`src/rtl/mem_stage_lsu.sv`:
```
// MEM-stage load/store unit: valid/ready data-memory requests, load formatting, pipeline stall.
// Optional misalignment trap enabled by defining MEM_MISALIGN_TRAP_EN (adds port misalign_o).
module mem_stage_lsu #(
   parameter int DATA_W  = 32,
   parameter int ADDR_W  = 32,
   parameter int TIMEOUT = 255
) (
   input  logic              clk,
   input  logic              rst,
   input  logic              MemRead,
   input  logic              MemWrite,
   input  logic [2:0]        funct3,
   input  logic [ADDR_W-1:0] addr,
   input  logic [DATA_W-1:0] store_data,
   output logic              mem_req_valid,
   input  logic              mem_req_ready,
   output logic              mem_req_we,
   output logic [ADDR_W-1:0] mem_req_addr,
   output logic [DATA_W-1:0] mem_req_wdata,
   output logic [3:0]        mem_req_wstrb,
   input  logic              mem_rsp_valid,
   input  logic [DATA_W-1:0] mem_rsp_rdata,
   output logic [DATA_W-1:0] rd_MemData,
   output logic              stall_o,
   output logic              bus_err_o
`ifdef MEM_MISALIGN_TRAP_EN
   ,
   output logic              misalign_o
`endif
);

   localparam logic [1:0] S_IDLE = 2'd0;
   localparam logic [1:0] S_REQ  = 2'd1;
   localparam logic [1:0] S_RESP = 2'd2;
   localparam logic [1:0] S_DONE = 2'd3;

   logic [1:0]        state;
   logic [7:0]        tmo_cnt;
   logic [2:0]        ld_funct3_q;
   logic [1:0]        ld_lane_q;

   logic              mem_op;
   logic              is_load;
   logic              op_legal;
   logic              misaligned;
   logic [3:0]        st_wstrb;
   logic [DATA_W-1:0] st_wdata;

   assign mem_op  = MemRead | MemWrite;
   assign is_load = MemRead;
   assign stall_o = mem_op & (state != S_DONE);

   // Loads accept the sign/zero-extended sizes; stores only SB/SH/SW.
   always_comb begin
      op_legal = 1'b0;
      if (is_load) begin
         case (funct3)
            3'b000, 3'b001, 3'b010, 3'b100, 3'b101: op_legal = 1'b1;
            default:                                op_legal = 1'b0;
         endcase
      end else begin
         op_legal = (funct3 == 3'b000) || (funct3 == 3'b001) || (funct3 == 3'b010);
      end
   end

`ifdef MEM_MISALIGN_TRAP_EN
   assign misaligned = ((funct3[1:0] == 2'b01) && addr[0]) ||
                       ((funct3[1:0] == 2'b10) && (addr[1:0] != 2'b00));
`else
   assign misaligned = 1'b0;
`endif

   always_comb begin
      st_wstrb = 4'b0000;
      st_wdata = '0;
      if (!is_load) begin
         case (funct3[1:0])
            2'b00: begin
               st_wstrb = 4'b0001 << addr[1:0];
               st_wdata = DATA_W'({4{store_data[7:0]}});
            end
            2'b01: begin
               st_wstrb = 4'b0011 << {addr[1], 1'b0};
               st_wdata = DATA_W'({2{store_data[15:0]}});
            end
            default: begin
               st_wstrb = 4'b1111;
               st_wdata = store_data;
            end
         endcase
      end
   end

   function automatic logic [DATA_W-1:0] fmt_load(input logic [2:0]        f3,
                                                  input logic [1:0]        lane,
                                                  input logic [DATA_W-1:0] w);
      logic [7:0]        b;
      logic [15:0]       h;
      logic [DATA_W-1:0] r;
      b = w[{lane, 3'b000} +: 8];
      h = w[{lane[1], 4'b0000} +: 16];
      case (f3)
         3'b000:  r = {{(DATA_W-8){b[7]}}, b};
         3'b100:  r = {{(DATA_W-8){1'b0}}, b};
         3'b001:  r = {{(DATA_W-16){h[15]}}, h};
         3'b101:  r = {{(DATA_W-16){1'b0}}, h};
         3'b010:  r = w;
         default: r = '0;
      endcase
      return r;
   endfunction

   // NOTE: all state below uses non-blocking assignments so every register samples pre-edge values.
   always_ff @(posedge clk) begin
      if (rst) begin
         state         <= S_IDLE;
         tmo_cnt       <= 8'd0;
         ld_funct3_q   <= 3'b000;
         ld_lane_q     <= 2'b00;
         mem_req_valid <= 1'b0;
         mem_req_we    <= 1'b0;
         mem_req_addr  <= '0;
         mem_req_wdata <= '0;
         mem_req_wstrb <= 4'b0000;
         rd_MemData    <= '0;
         bus_err_o     <= 1'b0;
`ifdef MEM_MISALIGN_TRAP_EN
         misalign_o    <= 1'b0;
`endif
      end else begin
         bus_err_o <= 1'b0;
`ifdef MEM_MISALIGN_TRAP_EN
         misalign_o <= 1'b0;
`endif
         case (state)
            S_IDLE: begin
               if (mem_op) begin
                  if (!op_legal) begin
                     state <= S_DONE;
                     if (is_load) rd_MemData <= '0;
                  end else if (misaligned) begin
                     state <= S_DONE;
`ifdef MEM_MISALIGN_TRAP_EN
                     misalign_o <= 1'b1;
`endif
                  end else begin
                     state         <= S_REQ;
                     mem_req_valid <= 1'b1;
                     mem_req_we    <= ~is_load;
                     mem_req_addr  <= {addr[ADDR_W-1:2], 2'b00};
                     mem_req_wdata <= st_wdata;
                     mem_req_wstrb <= st_wstrb;
                     ld_funct3_q   <= funct3;
                     ld_lane_q     <= addr[1:0];
                  end
               end
            end
            S_REQ: begin
               if (mem_req_ready) begin
                  mem_req_valid <= 1'b0;
                  if (mem_req_we) begin
                     state <= S_DONE;
                  end else begin
                     state   <= S_RESP;
                     tmo_cnt <= 8'd0;
                  end
               end
            end
            S_RESP: begin
               if (mem_rsp_valid) begin
                  state      <= S_DONE;
                  rd_MemData <= fmt_load(ld_funct3_q, ld_lane_q, mem_rsp_rdata);
               end else if (tmo_cnt == 8'(TIMEOUT)) begin
                  state      <= S_DONE;
                  rd_MemData <= '0;
                  bus_err_o  <= 1'b1;
               end else begin
                  tmo_cnt <= tmo_cnt + 8'd1;
               end
            end
            default: state <= S_IDLE;
         endcase
      end
   end

endmodule

```
`config.mk`:
```
export PLATFORM = sky130hd
export DESIGN_NAME = mem_stage_lsu
export DESIGN_NICKNAME = d
export VERILOG_FILES = /design/src/rtl/mem_stage_lsu.sv
export SDC_FILE = /design/constraint.sdc
export NUM_CORES = 1
export LEC_CHECK = 0
export ABC_AREA = 1
export CORE_MARGIN = 5
export CORE_UTILIZATION = 45
export DETAILED_ROUTE_END_ITERATION = 6
export PLACE_DENSITY = 0.8
export REMOVE_ABC_BUFFERS = 1
export SYNTH_ARGS = -nofsm -noshare
export SYNTH_HDL_FRONTEND = slang
export SYNTH_SLANG_ARGS = --single-unit
```
`constraint.sdc`:
```
create_clock -name clk -period 2.7 [get_ports clk]
set_input_delay 0.27 -clock clk [delete_from_list [all_inputs] [get_ports clk]]
set_output_delay 0.27 -clock clk [all_outputs]
set_load 0.01 [all_outputs]
```
==> run summary <==
via count - 6,324
Buffers & Inverters on Critical Path - 1
starting density of the core - 45.5%
final hold vios - 0
Reg2Reg Depth - 6
Synth Area per Inst - 6.53 sq um
YS warnings - 0
crit path time final - 2.00 ns
Pwr Density - 788 nW/um^2
Die X - 122 microns
Maximum Capacitance Violations - 0
Worst EP required - 3.04 ns
Port Buf Inserts - 206
Die Y-Extent - 122 microns
Highest Signal Layer - met4
RSZ-0062 raised after global routing - false
post-CTS setup buffer count - 0
critical path launch point type - register
Worst-path clk slew - 0.05 ns
Post-Route WL - 18,200 microns
met1 WL - 7470 microns
Synth area leaders - dfxtp_1, nand2_1, a21oi_1, nor2_1, nand3_1
CTS resizes - 0
Sink Count - 116
Async S/R FF share, synth - 0%
Initial DRT Pass Iterations - 5
Final Max Slew Viols - 0
Peak Freq - 500 MHz
vias in the first global route - 6,029
final setup vio count - 0
Antenna Nets Post-Route - 0
Max FO, Critical Path - 17
CP Capture Type - register
delay-heaviest family, CP - simple AND/OR/NAND/NOR gates
Worst Hold Class - primary input to register
number of distinct library cells after synthesis - 29
cts hold-fix bufs - 0
Die ar. - 15,000 sq um
first-pass GRT wire length - 29,000 microns
worst setup path start - ld_funct3_q[1]
Commonest cells post-synth - nand2_1, nor2_1, dfxtp_1
register area share after synthesis - 40.8%
Yosys top cell by area - dfxtp_1
vias per inst - 5.10
CTS Buf Count - 17
max incr delay on CP - 0.68 ns
n_diodes - 0
total track usage - 24.3%
Cells after Synth - 871
critical path depth in cells - 6
root buffer cell - clkbuf_16
core area - 12,500 sq um
Hold Path Stages - 5
setup TNS - 0 ns
Core Util, Final - 66.5%
Setup Crit Path Kind - register to register
initial antenna violation count - 0
clock skew - 0.00841 ns
P&R area growth vs syn - 46.2%
clk_lat worst skew - 0.41 ns
worst-margin pin slew - 0.785 ns
WL met3 - 2000 microns
Final HPWL DP - 12,600 microns
Detail Route met2 WL - 8360 microns
Overflow after GRT - 0
worst r2r src - ld_funct3_q[1]
TritonCTS clock tree - built
final net count - 1,167
largest net degree at the start of global routing - 73
crit path cell chain - nand2_1 > inv_1 > nand2_1 > nand3_1 > nand3_1 > a21oi_1
Detailed Route Iter0 Violations - 466
fraction of layout cells with a size suffix above 1 - 5.34%
H-tree depth - 4
GP Congestion - 0.874
worst-case clock buffer depth - 2
Max-slew headroom - 47.7%
Peak VDD IR - 0.000450 V
EDFF count, synth - 0
status - complete, no violations
worst min-delay path startpoint - rst
post-DR wirelength/cell - 14.7 microns
Post-synth top flop - dfxtp_1
Yosys top cell area share - 40.8%
most common cell in the netlist - nand2_1
CP Data Arrival Time - 2.34 ns
Final Cycle Share - 74.0%
Yosys reg bits - 116
Max stage delay cell, worst path - dfxtp_1
area of the mapped netlist - 5690 sq um
Static Leak - 3.39 nW
IO Pins - 209
Rows - 41
# DRC - 0
report_power, final:
group / internal [mW] / total (mW) / switching, mW
combinational: 0.944 / 2.42 / 1.48
sequential: 1.94 / 2.09 / 0.151
clock: 1.30 / 2.04 / 0.741
worst register-to-register path, cell delays in order (launching register included):
cell and delay (ns):
dfxtp_1 0.68, nand2_1 0.49, inv_1 0.34, nand2_1 0.08, nand3_1 0.11, nand3_1 0.10, a21oi_1 0.13
per-layer routing:
metal / up-vias / global-route usage (%)
met5: - / 0
met3: 29 / 10.8
li1: 3156 / -
met1: 2880 / 28.5
met4: 0 / 8.96
met2: 259 / 39.4
path summary, 6_finish.rpt:
check	end	slack [ns]
max	rd_MemData[3]	0.70
min	mem_req_valid	0.41
max reg2reg	rd_MemData[3]	0.70
min reg2reg	mem_req_wdata[1]	0.46
area by class of cell:
class                      instances  area, sq um
multi-input combinational        638         2840
fill                            1167         4200
clock buffer                      25          475
sequential                       116         2320
tap                              172          215
clock inverter                     5         52.6
timing repair buffer             221         2180
inverter                          63          236
logic make-up (layout without fill, tap and decap cells):
family                   Yosys count  after routing  synth area share, %
AO/OA/AOI/OAI                    155            155                 13.9
adder cells (fa/ha/maj)            5              5                 1.10
buffers and inverters            118            314                 9.48
flip-flops                       116            116                 40.8
other                              1              2               0.0659
AND/OR/NAND/NOR                  476            476                 34.7
sequential cells by signal, summed over array words and instances, names as in the netlist:
name,count
mem_req_wdata,32
mem_req_addr,30
mem_req_valid,1
bus_err_o,1
mem_req_we,1
mem_req_wstrb,4
rd_MemData,32
ld_funct3_q,3
ld_lane_q,2
tmo_cnt,8
state,2
through the flow:
stage	setup WS (ns)	total power [mW]	hold slack, ns	instances	area (sq um)
global placement	0.568	4.51	0.448	1210	7790
finish	0.702	6.55	0.406	1240	8320
CTS	0.719	6.59	0.393	1240	8320
detailed placement	0.493	4.54	0.455	1210	7790
floorplan	0.126	3.45	0.339	817	5390
global route	0.553	6.97	0.428	1240	8320
placed cells by master, fill, tap and decap left out, types with 6 or more instances in the layout:
master and count:
nor3_1 9, clkdlybuf4s50_1 205, dfxtp_1 116, nor2_1 128
inv_1 60, nand2_1 236, nand3_1 82, clkbuf_16 17
o21ai_0 51, nand4_1 6, a21oi_1 98, buf_4 14
clkbuf_1 6
Power figures use the tool's default switching activity.
